--- src/rtl/acq_fifo_writer_if.sv ---
// FIFO write port of the acquisition writer: strobe and data towards the
// FIFO, full flag back from it.
interface acq_fifo_writer_if #(
  parameter int WIDTH = 8
);
  logic             FIFO_WR;
  logic [WIDTH-1:0] FIFO_DATA;
  logic             FIFO_FULL;

  // Writer side: drives the strobe and data, observes the full flag.
  modport master (
    output FIFO_WR,
    output FIFO_DATA,
    input  FIFO_FULL
  );

  // FIFO side: receives the strobe and data, reports the full flag.
  modport slave (
    input  FIFO_WR,
    input  FIFO_DATA,
    output FIFO_FULL
  );
endinterface

--- src/rtl/acq_fifo_writer.sv ---
// Acquisition front end: decimates an ADC sample stream, collects a
// pre-trigger block, waits for a (possibly forced) trigger and then writes a
// fixed number of post-trigger samples into a FIFO. Writes the FIFO refuses
// are counted, never retried; capture length is in accepted samples.
module acq_fifo_writer #(
  parameter int WIDTH = 8,
  parameter int CNT_W = 16
) (
  input  logic             WR_CLK,
  input  logic             WR_RST_N,
  input  logic             ARM,
  input  logic             ABORT,
  input  logic [CNT_W-1:0] DECIMATION,
  input  logic [CNT_W-1:0] PRE_COUNT,
  input  logic [CNT_W-1:0] POST_COUNT,
  input  logic             SAMPLE_VALID,
  input  logic [WIDTH-1:0] SAMPLE_DATA,
  input  logic             TRIG,
  input  logic             FORCE_TRIG,
  acq_fifo_writer_if.master fifo,
  output logic             BUSY,
  output logic             TRIGGERED,
  output logic             DONE,
  output logic             OVERFLOW,
  output logic [CNT_W-1:0] DROP_COUNT
);

  typedef enum logic [1:0] {
    ST_IDLE,
    ST_PRE,
    ST_WAIT_TRIG,
    ST_POST
  } state_t;

  localparam logic [CNT_W-1:0] ONE = CNT_W'(1);

  state_t           state;
  logic [CNT_W-1:0] dec_q;
  logic [CNT_W-1:0] pre_q;
  logic [CNT_W-1:0] post_q;
  logic [CNT_W-1:0] dec_cnt;
  logic [CNT_W-1:0] pre_cnt;
  logic [CNT_W-1:0] post_cnt;
  logic             force_seen;
  logic             done_q;
  logic             fifo_wr_q;
  logic [WIDTH-1:0] fifo_data_q;
  logic             overflow_q;
  logic [CNT_W-1:0] drop_cnt;

  logic             active;
  logic             accept;
  logic             trig_hit;
  logic             arm_ok;
  logic [CNT_W-1:0] post_eff;
  logic [CNT_W-1:0] pre_nxt;
  logic [CNT_W-1:0] post_nxt;

  // An aborting cycle accepts nothing, so no write follows an ABORT.
  assign active   = (state != ST_IDLE);
  assign accept   = active && SAMPLE_VALID && (dec_cnt == '0) && !ABORT;
  assign trig_hit = accept && (TRIG || FORCE_TRIG || force_seen);
  assign arm_ok   = (state == ST_IDLE) && ARM && !ABORT;
  // A post length of 0 still writes the trigger sample.
  assign post_eff = (post_q == '0) ? ONE : post_q;
  // Counters never exceed their target minus one, so the increment cannot
  // wrap even with an all-ones target.
  assign pre_nxt  = pre_cnt + ONE;
  assign post_nxt = post_cnt + ONE;

  // Capture sequencer: configuration latch, decimation and length counters.
  // NOTE: every register here is assigned with <= so all of them update from
  // the same pre-edge values; async reset puts each one in a known state.
  always_ff @(posedge WR_CLK or negedge WR_RST_N) begin
    if (!WR_RST_N) begin
      state      <= ST_IDLE;
      dec_q      <= '0;
      pre_q      <= '0;
      post_q     <= '0;
      dec_cnt    <= '0;
      pre_cnt    <= '0;
      post_cnt   <= '0;
      force_seen <= 1'b0;
      done_q     <= 1'b0;
    end else begin
      done_q <= 1'b0;
      if (state == ST_IDLE) begin
        if (arm_ok) begin
          dec_q      <= DECIMATION;
          pre_q      <= PRE_COUNT;
          post_q     <= POST_COUNT;
          dec_cnt    <= '0;
          pre_cnt    <= '0;
          post_cnt   <= '0;
          force_seen <= 1'b0;
          state      <= ST_PRE;
        end
      end else if (ABORT) begin
        force_seen <= 1'b0;
        state      <= ST_IDLE;
      end else begin
        if (SAMPLE_VALID) begin
          dec_cnt <= (dec_cnt == '0) ? dec_q : dec_cnt - ONE;
        end
        case (state)
          ST_PRE: begin
            if (pre_q == '0) begin
              state <= ST_WAIT_TRIG;
            end else if (accept) begin
              pre_cnt <= pre_nxt;
              if (pre_nxt == pre_q) state <= ST_WAIT_TRIG;
            end
          end
          ST_WAIT_TRIG: begin
            if (trig_hit) begin
              post_cnt   <= ONE;
              force_seen <= 1'b0;
              if (post_eff == ONE) begin
                done_q <= 1'b1;
                state  <= ST_IDLE;
              end else begin
                state <= ST_POST;
              end
            end else if (FORCE_TRIG) begin
              force_seen <= 1'b1;
            end
          end
          ST_POST: begin
            if (accept) begin
              post_cnt <= post_nxt;
              if (post_nxt == post_eff) begin
                done_q <= 1'b1;
                state  <= ST_IDLE;
              end
            end
          end
          default: state <= ST_IDLE;
        endcase
      end
    end
  end

  // FIFO write port: one registered write per accepted sample, data held otherwise.
  always_ff @(posedge WR_CLK or negedge WR_RST_N) begin
    if (!WR_RST_N) begin
      fifo_wr_q   <= 1'b0;
      fifo_data_q <= '0;
    end else begin
      fifo_wr_q <= accept;
      if (accept) fifo_data_q <= SAMPLE_DATA;
    end
  end

  // Drop bookkeeping: sticky overflow and saturating drop counter, cleared by ARM.
  always_ff @(posedge WR_CLK or negedge WR_RST_N) begin
    if (!WR_RST_N) begin
      overflow_q <= 1'b0;
      drop_cnt   <= '0;
    end else if (arm_ok) begin
      overflow_q <= 1'b0;
      drop_cnt   <= '0;
    end else if (fifo_wr_q && fifo.FIFO_FULL) begin
      overflow_q <= 1'b1;
      if (drop_cnt != '1) drop_cnt <= drop_cnt + ONE;
    end
  end

  assign fifo.FIFO_WR   = fifo_wr_q;
  assign fifo.FIFO_DATA = fifo_data_q;
  assign BUSY           = (state != ST_IDLE);
  assign TRIGGERED      = (state == ST_POST);
  assign DONE           = done_q;
  assign OVERFLOW       = overflow_q;
  assign DROP_COUNT     = drop_cnt;

endmodule

--- src/flat_wrapper.sv ---
// flat-port wrapper written by rule: the top's interface ports become plain ports
module acq_fifo_writer_flat 
#(
  parameter int WIDTH = 8,
  parameter int CNT_W = 16
)
  (WR_CLK, WR_RST_N, ARM, ABORT, DECIMATION, PRE_COUNT, POST_COUNT, SAMPLE_VALID, SAMPLE_DATA, TRIG, FORCE_TRIG, BUSY, TRIGGERED, DONE, OVERFLOW, DROP_COUNT, fifo_FIFO_WR, fifo_FIFO_DATA, fifo_FIFO_FULL);
  acq_fifo_writer_if #(.WIDTH(WIDTH)) fifo_i ();
  input  logic WR_CLK;
  input  logic WR_RST_N;
  input  logic ARM;
  input  logic ABORT;
  input  logic [CNT_W-1:0] DECIMATION;
  input  logic [CNT_W-1:0] PRE_COUNT;
  input  logic [CNT_W-1:0] POST_COUNT;
  input  logic SAMPLE_VALID;
  input  logic [WIDTH-1:0] SAMPLE_DATA;
  input  logic TRIG;
  input  logic FORCE_TRIG;
  output logic BUSY;
  output logic TRIGGERED;
  output logic DONE;
  output logic OVERFLOW;
  output logic [CNT_W-1:0] DROP_COUNT;
  output wire logic [$bits(fifo_i.FIFO_WR)-1:0] fifo_FIFO_WR;
  output wire logic [$bits(fifo_i.FIFO_DATA)-1:0] fifo_FIFO_DATA;
  input wire logic [$bits(fifo_i.FIFO_FULL)-1:0] fifo_FIFO_FULL;
  assign fifo_FIFO_WR = fifo_i.FIFO_WR;
  assign fifo_FIFO_DATA = fifo_i.FIFO_DATA;
  assign fifo_i.FIFO_FULL = fifo_FIFO_FULL;
  acq_fifo_writer #(.WIDTH(WIDTH), .CNT_W(CNT_W)) u_core (.WR_CLK(WR_CLK), .WR_RST_N(WR_RST_N), .ARM(ARM), .ABORT(ABORT), .DECIMATION(DECIMATION), .PRE_COUNT(PRE_COUNT), .POST_COUNT(POST_COUNT), .SAMPLE_VALID(SAMPLE_VALID), .SAMPLE_DATA(SAMPLE_DATA), .TRIG(TRIG), .FORCE_TRIG(FORCE_TRIG), .fifo(fifo_i), .BUSY(BUSY), .TRIGGERED(TRIGGERED), .DONE(DONE), .OVERFLOW(OVERFLOW), .DROP_COUNT(DROP_COUNT));
endmodule
--- config.mk ---
export PLATFORM = sky130hd
export DESIGN_NAME = acq_fifo_writer_flat
export DESIGN_NICKNAME = d
export VERILOG_FILES = /design/src/rtl/acq_fifo_writer_if.sv /design/src/rtl/acq_fifo_writer.sv /design/src/flat_wrapper.sv
export SDC_FILE = /design/constraint.sdc
export NUM_CORES = 1
export LEC_CHECK = 0
export ABC_CLOCK_PERIOD_IN_PS = 2800
export CORE_MARGIN = 3
export CORE_UTILIZATION = 56
export DETAILED_ROUTE_END_ITERATION = 10
export PLACE_DENSITY = 0.86
export SETUP_SLACK_MARGIN = 0.05
export SYNTH_ARGS = -nofsm -noshare
export SYNTH_HDL_FRONTEND = slang
export SYNTH_SLANG_ARGS = --single-unit
--- constraint.sdc ---
create_clock -name WR_CLK -period 2.8 [get_ports WR_CLK]
set_input_delay 0.84 -clock WR_CLK [delete_from_list [all_inputs] [get_ports WR_CLK]]
set_output_delay 0.84 -clock WR_CLK [all_outputs]
set_load 0.1 [all_outputs]
==> summary.txt <==
Yosys
  – Post-synth ARST share: between 90% and 100%
  – Number of synthesized register bits: ~130
  – Post-synth top flop: dfrtp_1
  – Synth Warn #: 0
  – Mapped Nets: between 900 and 1000
  – Post-synth EDFFs: 0
  – Post-synthesis cell count: between 800 and 900
  – Sequential area share after synthesis: between 40% and 50%
  – Post-Syn Area: roughly 7000 um^2
  – Avg Cell Area, Syn: between 8 and 9 um^2
  – Post-synthesis cell type count: slightly below 60

Setup path
  – Largest delay contributor family on the critical path: buffers and inverters
  – FF-to-FF path depth: 10
  – Crit end category: output pin
  – R2R Setup Slk: ~240 ps
  – Critical Path Start: u_core.state[0]$_DFFE_PN0P_
  – Setup crit end: BUSY
  – Critical path's largest stage delay: between 400 and 500 ps
  – Slowest CP cell: dfrtp_1
  – WP data arrival: between 1500 and 2000 ps
  – WS Path Type: reg2out
  – CP required: 1960 ps
  – CP Max Fanout: 8
  – Worst reg2reg startpoint: u_core.pre_cnt[1]$_DFFE_PN0P_
  – Critical Path Start Type: register
  – CP Cell Sequence: inv_1, ha_1, buf_4, clkinvlp_4, buf_12
  – CP Depth: 5
  – R2r endpoint: u_core.state[1]$_DFFE_PN0P_
  – CP Buf/Inv Count: 4

Clock tree
  – CTS H-tree depth: 4
  – Max Buffers Root-to-Sink: 2
  – CTS tree: yes
  – CTS clk-pin slew, worst paths: around 60 ps
  – Num Clock Sinks: roughly 130
  – Clock root cell: clkbuf_16
  – CTS Buf Count: 17
  – Clk_lat worst skew: 430 ps

Final layout
  – Non-filler cells, final: about 1100
  – Fillers: roughly 870
  – Layout cells sized above 1: about 14%
  – Commonest non-fill, non-tap cells in the layout: nand2_1 (205), dfrtp_1 (124), o21ai_0 (82)
  – Design area: between 8000 and 9000 um^2
  – Diode count: 0
  – Final-stage net count: around 1000
  – Commonest non-fill, non-tap cell in the layout: nand2_1
  – Area Overhead vs Synth: 27.2%

Route
  – WL per Instance: about 16 um
  – M1 WL: between 7000 and 8000 um
  – Routed WL: about 18000 um
  – WL met2: 8440 um
  – Vias per inst: about 5.8
  – Wire length on met3: roughly 1300 um
  – DRC errors left: 0
  – Final ANT Viol Nets: 0
  – Vias: between 6000 and 7000
  – Top routing layer used: met4
  – Initial detailed-routing violation count: roughly 650
  – Pre-antenna DRT Iters: 5

Timing
  – Clk_skew: around 8.5 ps
  – RSZ-0062 raised after global routing: true
  – Max frequency: 372 MHz
  – Worst slew margin: 36.5%
  – Slew @ Worst Pin: 949 ps
  – Final worst slack: around 110 ps
  – Final setup fails: 0
  – Final hold vios: 0
  – Period utilisation layout: 96.1%
  – Setup TNS: 0 ps
  – Final Slew Violations: 0
  – Final min period: 2690 ps
  – Fin Hold WS: a little under 400 ps

Floorplan
  – IO Count: between 90 and 100
  – Die Span Y: about 120 um
  – DIE AREA: about 14000 um^2
  – Core box area: roughly 12000 um^2
  – Initial Utilization: between 50% and 60%
  – Row cnt: 40
  – Die Wd: 117 um

Flow run
  – Max Cap Viol: 0

Global route
  – First-pass GRT wire length: between 20000 and 30000 um
  – Global Route Usage Sum: roughly a quarter
  – Initial antenna violation count: 0
  – Pin count of the biggest net entering global routing: 49
  – Vias in the first global route: approximately 6200
  – Total grt overflow: 0

Power and ir drop
  – P_leak: around 4.1 nW
  – PD cells: 958 nW/um^2
  – Max IR drop VDD: 0.000642 V

Status
  – Status: finished clean

Placement
  – Setup WS pre-CTS: -311 ps
  – Placed Instances: about 1100
  – PortBufs: slightly above 90
  – GP Congestion: 0.945
  – Placed Area: between 8000 and 9000 um^2
  – HPWL after detailed placement: around 12000 um

Hold path
  – Class of the worst hold path: in2async
## worst register-to-register path, stage by stage (launching register included)
cell and delay, ps:
dfrtp_2 380, ha_2 180, and4_4 220, buf_4 140
nand4_1 260, xnor2_1 230, mux2i_1 160, a22o_1 200
a31oi_1 110, a311oi_2 360, mux2i_1 230
## stage by stage
stage	util, %	power [mW]
2_1_floorplan	-	5.23
3_3_place_gp	68.4	6.22
3_5_place_dp	68.4	6.32
4_1_cts	73.0	8.45
5_1_grt	73.4	8.99
6_report	73.4	8.48
## Yosys cell counts, drive strengths merged, types with 2 or more instances
master / count / area share [%]
nor4b: 2 / 0.25
a21o: 2 / 0.22
o22ai: 2 / 0.18
nor3b: 5 / 0.54
nand4: 20 / 1.9
o211ai: 2 / 0.22
nor4: 17 / 1.7
and3: 14 / 1.3
nand2: 207 / 11
buf: 15 / 1.2
and4: 9 / 1.1
nor3: 25 / 1.9
o221ai: 2 / 0.25
clkbuf: 26 / 1.4
nand3: 23 / 1.7
dfrtp: 126 / 45
mux2i: 8 / 1.2
and2: 3 / 0.27
o31ai: 11 / 1.2
nor2: 76 / 4.2
nand4b: 2 / 0.25
or3: 4 / 0.36
a21oi: 35 / 2.5
o21ai: 85 / 6.1
inv: 17 / 0.92
ha: 11 / 2.0
xnor2: 31 / 3.9
a31oi: 4 / 0.36
nor2b: 2 / 0.18
nand2b: 3 / 0.27
xor2: 27 / 3.4
## how the worst min path moves through the flow
stage | from | end | slack [ps] | cells past startpoint
floorplan | u_core.dec_q[0]$_DFFE_PN0P_ | u_core.dec_q[0]$_DFFE_PN0P_ | 450 | 2
global placement | u_core.fifo.FIFO_DATA[2]$_DFFE_PN0P_ | u_core.fifo.FIFO_DATA[2]$_DFFE_PN0P_ | 450 | 2
detailed placement | u_core.fifo.FIFO_DATA[2]$_DFFE_PN0P_ | u_core.fifo.FIFO_DATA[2]$_DFFE_PN0P_ | 460 | 2
CTS | WR_RST_N | u_core.post_cnt[6]$_DFFE_PN0P_ | 400 | 1
global route | WR_RST_N | u_core.post_cnt[6]$_DFFE_PN0P_ | 430 | 1
finish | WR_RST_N | u_core.post_q[13]$_DFFE_PN0P_ | 390 | 1
## kinds of logic (layout without fill, tap and decap cells)
| group | after synthesis | after routing | synth area share, % |
|---|---|---|---|
| compound gates | 160 | 160 | 13.4 |
| buf+inv | 58 | 185 | 3.49 |
| xor+xnor | 58 | 58 | 7.30 |
| mux | 9 | 9 | 1.31 |
| flops | 126 | 126 | 45.3 |
| fa+ha+maj | 11 | 11 | 1.98 |
| simple gates | 413 | 413 | 27.2 |
## power by group
| group | switching [mW] | internal [mW] |
|---|---|---|
| Combinational | 2.25 | 1.30 |
| Sequential | 0.525 | 2.32 |
| Clock | 0.845 | 1.24 |
| Total | 3.62 | 4.87 |
## registers in the layout (all words and copies together) (netlist names)
signal                 flops
u_core.fifo.FIFO_WR        1
u_core.force_seen          1
u_core.OVERFLOW            1
u_core.DROP_COUNT         16
u_core.fifo.FIFO_DATA      8
u_core.post_cnt           16
u_core.dec_q              16
u_core.pre_q              16
u_core.dec_cnt            16
u_core.state               2
u_core.pre_cnt            16
u_core.post_q             16
u_core.DONE                1
## per-layer routing
| layer | vias to the layer above | track usage [%] |
|---|---|---|
| met5 | - | 0 |
| met4 | 0 | 10.2 |
| met3 | 37 | 4.95 |
| met2 | 272 | 41.4 |
| met1 | 3093 | 36.0 |
| li1 | 3112 | - |
## what timing repair did
item / in CTS / in global routing
hold buffers: 0 / 0
endpoints found under the setup margin: 0 / 17
resized for setup: 0 / 11
buffers inserted: 0 / 1
## layout make-up
cell class	count	area (um^2)	area share [%]
Multi-Input combinational cell	651	3610	40.8
Sequential cell	126	3160	35.7
Timing Repair Buffer	137	1250	14.1
Clock buffer	19	443	5.00
Tap cell	168	210	2.37
Clock inverter	12	115	1.30
Inverter	17	67.6	0.763
Note: power is estimated with default switching activity, not from simulation.
==> RTL edit, RTL diff (same settings) <==
`WIDTH` is set to 8 in 3 places; all go to 10.
--- a/src/rtl/acq_fifo_writer_if.sv
+++ b/src/rtl/acq_fifo_writer_if.sv
@@ -1,7 +1,7 @@
 // FIFO write port of the acquisition writer: strobe and data towards the
 // FIFO, full flag back from it.
 interface acq_fifo_writer_if #(
-  parameter int WIDTH = 8
+  parameter int WIDTH = 10
 );
   logic             FIFO_WR;
   logic [WIDTH-1:0] FIFO_DATA;
--- a/src/rtl/acq_fifo_writer.sv
+++ b/src/rtl/acq_fifo_writer.sv
@@ -3,7 +3,7 @@
 // fixed number of post-trigger samples into a FIFO. Writes the FIFO refuses
 // are counted, never retried; capture length is in accepted samples.
 module acq_fifo_writer #(
-  parameter int WIDTH = 8,
+  parameter int WIDTH = 10,
   parameter int CNT_W = 16
 ) (
   input  logic             WR_CLK,
--- a/src/flat_wrapper.sv
+++ b/src/flat_wrapper.sv
@@ -1,7 +1,7 @@
 // flat-port wrapper written by rule: the top's interface ports become plain ports
 module acq_fifo_writer_flat 
 #(
-  parameter int WIDTH = 8,
+  parameter int WIDTH = 10,
   parameter int CNT_W = 16
 )
   (WR_CLK, WR_RST_N, ARM, ABORT, DECIMATION, PRE_COUNT, POST_COUNT, SAMPLE_VALID, SAMPLE_DATA, TRIG, FORCE_TRIG, BUSY, TRIGGERED, DONE, OVERFLOW, DROP_COUNT, fifo_FIFO_WR, fifo_FIFO_DATA, fifo_FIFO_FULL);
Interface: changed (resized SAMPLE_DATA and fifo_FIFO_DATA); port bits go from 93 to 97. The function was not compared with the original's and may differ.
==> RTL edit against the original RTL <==
  * Critical endpoint is now u_core.post_cnt[6]
  * The flow now finishes with violations (setup timing)
  * Count of clock-buffer cells in the layout shrank 1
  * Combinational power grew 15%
  * Critical path type is now flop to flop
  * Worst hold slack lost 100 ps
  * Core utilization grew 2.4 points
  * Die area grew 0.58%
  * Power grew 8.4%
  * First-iteration DRC count shrank 20%
  * Area after synthesis grew 0.61%
  * Sequential power grew 2%
  * Sequential cell count grew 2
  * Non-clock buffer count grew 18
  * Final area grew 3.8%
  * Worst setup slack lost 130 ps
  * Routed wire length grew 4.4%
==> RTL edit: results (changes against the original RTL) <==
- Status: finished with violations (was completed)
- Failing checks: setup timing
- CP top delay family: simple AND/OR/NAND/NOR gates (was buffers and inverters)
- Layout Nets: 1024 (was 1025)
- Final setup fails: 2 (was 0)
- Slowest-stage cell, CP: or4b_4 (was dfrtp_1)
- Fillcell total: 834 (was 868)
- Util after Layout: 75.8% (was 73.4%)
- R2R cell count: 13 (was 10)
- # port buffers: 96 (was 92)
- Max incr delay on CP: 480 ps (was 440 ps)
- RePlAce Congestion: 0.918 (was 0.945)
- Tot GR Track Use: 26.3% (was 26.2%)
- Critical setup path kind: flop to flop (was flop to primary output)
- Vias in the first global route: 6301 (was 6226)
- Worst Tran Pin Value: 615 ps (was 949 ps)
- DP HPWL: 12.0 mm (was 12.2 mm)
- Final Skew: 8.52 ps (was 8.54 ps)
- M1 GR Usage: 35.3% (was 36.0%)
- Met3 global-route usage: 7.06% (was 4.95%)
- Post-synth top cells: nand2_1 (189), dfrtp_1 (128), o21ai_0 (70), nor2_1 (67), clkbuf_1 (41) (was nand2_1 (206), dfrtp_1 (126), o21ai_0 (82), nor2_1 (73), a21oi_1 (35))
- Main area contributors after synthesis: dfrtp_1 (46%), nand2_1 (10%), o21ai_0 (5.0%) (was dfrtp_1 (45%), nand2_1 (11%), o21ai_0 (5.9%))
- Initial detailed-routing violation count: 522 (was 652)
- Largest net degree at the start of global routing: 68 (was 49)
- Synth Warn #: 0 (unchanged)
- Met2 GRT Util: 41.3% (was 41.4%)
- Post-synthesis sequential area ratio: 45.8% (was 45.3%)
- Worst setup margin: -15.5 ps (was 110 ps)
- Syn Nets: 896 (was 910)
- Placed inst area: 8340 µm² (was 8250 µm²)
- Share of cells above drive strength 1: 18.5% (was 13.8%)
- Critical Path Fanout Max: 6 (was 8)
- First-pass GRT wire length: 30.2 mm (was 29.6 mm)
- VDD IR max: 1000 µV (was 642 µV)
- Drt wl/cell: 16.6 µm (was 15.9 µm)
- FF-to-FF Start: u_core.dec_cnt[0] (was u_core.pre_cnt[1])
[RTL edit: cell types whose count changed after synthesis, sizes merged, moves of 5 or more]
cell	unedited run	this run
and4	9	3
mux2	1	11
nand4	20	15
buf	15	5
nand2	207	189
clkbuf	26	41
or2	0	5
inv	17	12
o21ai	85	71
xor2	27	21
nor2	76	67
and3	14	9
[RTL edit: worst register-to-register path, stage by stage (launching register included)]
cell,delay [ps]
dfrtp_1,400
inv_2,100
ha_4,130
or4b_4,480
nor4_4,240
nor2b_4,210
buf_4,130
buf_6,110
nor2_4,40
o21ai_2,120
o2111ai_2,110
or2_1,270
buf_6,160
o31ai_2,220
[RTL edit: metal layers]
metal  share of wire, %  wire length [µm]
met5                  0                 0
met4                2.8               523
met2                 47              8900
met3                7.1              1340
met1                 43              7980
[RTL edit: through the flow]
stage,setup WS (ps),instances,hold WS [ps],setup TNS [ps]
2_1_floorplan,9.10,819,445,0
3_3_place_gp,-151,1083,461,-1030
3_5_place_dp,-225,1083,466,-2060
4_1_cts,-3.41,1119,291,-3.41
5_1_grt,-143,1128,312,-1580
6_report,-15.5,1128,293,-16.2
[RTL edit: area by class of cell]
class | count | area share (%)
Clock buffer | 18 | 4.78
Clock inverter | 14 | 1.70
Inverter | 12 | 0.531
Multi-Input combinational cell | 633 | 40.5
Sequential cell | 128 | 34.9
Tap cell | 168 | 2.29
Timing Repair Buffer | 155 | 15.3
[RTL edit: timing repair]
action                                  CTS  global route
hold buffers                              0             0
cloned                                    0             0
pin swaps                                 0             3
endpoints found under the setup margin   13            28
buffers inserted                          4             9
gates resized for setup                   6            42
[RTL edit: worst max path at each step]
stage	slack [ps]	cells past startpoint	end
after detailed placement	-220	9	u_core.state[0]
final	-20	13	u_core.post_cnt[6]
after global placement	-150	9	u_core.state[0]
after floorplan	9	11	u_core.state[0]
after global routing	-140	13	u_core.post_cnt[6]
after CTS	-3	10	u_core.state[1]
[RTL edit: power by group]
part	switching [mW]	internal, mW	leakage [nW]
logic	2.52	1.55	2.23
clock network	0.884	1.34	0.280
registers	0.514	2.38	1.68
total	3.92	5.28	4.18
[RTL edit: cells by family (layout without fill, tap and decap cells)]
| logic type | count (synthesis) | count (layout) | share of synthesized area (%) |
|---|---|---|---|
| AND/OR/NAND/NOR | 388 | 388 | 25.4 |
| AO/OA/AOI/OAI | 158 | 158 | 13.5 |
| flip-flops | 128 | 128 | 45.8 |
| buffers and inverters | 58 | 199 | 3.29 |
| XOR/XNOR | 53 | 53 | 6.63 |
| multiplexers | 23 | 23 | 3.49 |
| adder cells (fa/ha/maj) | 11 | 11 | 1.97 |
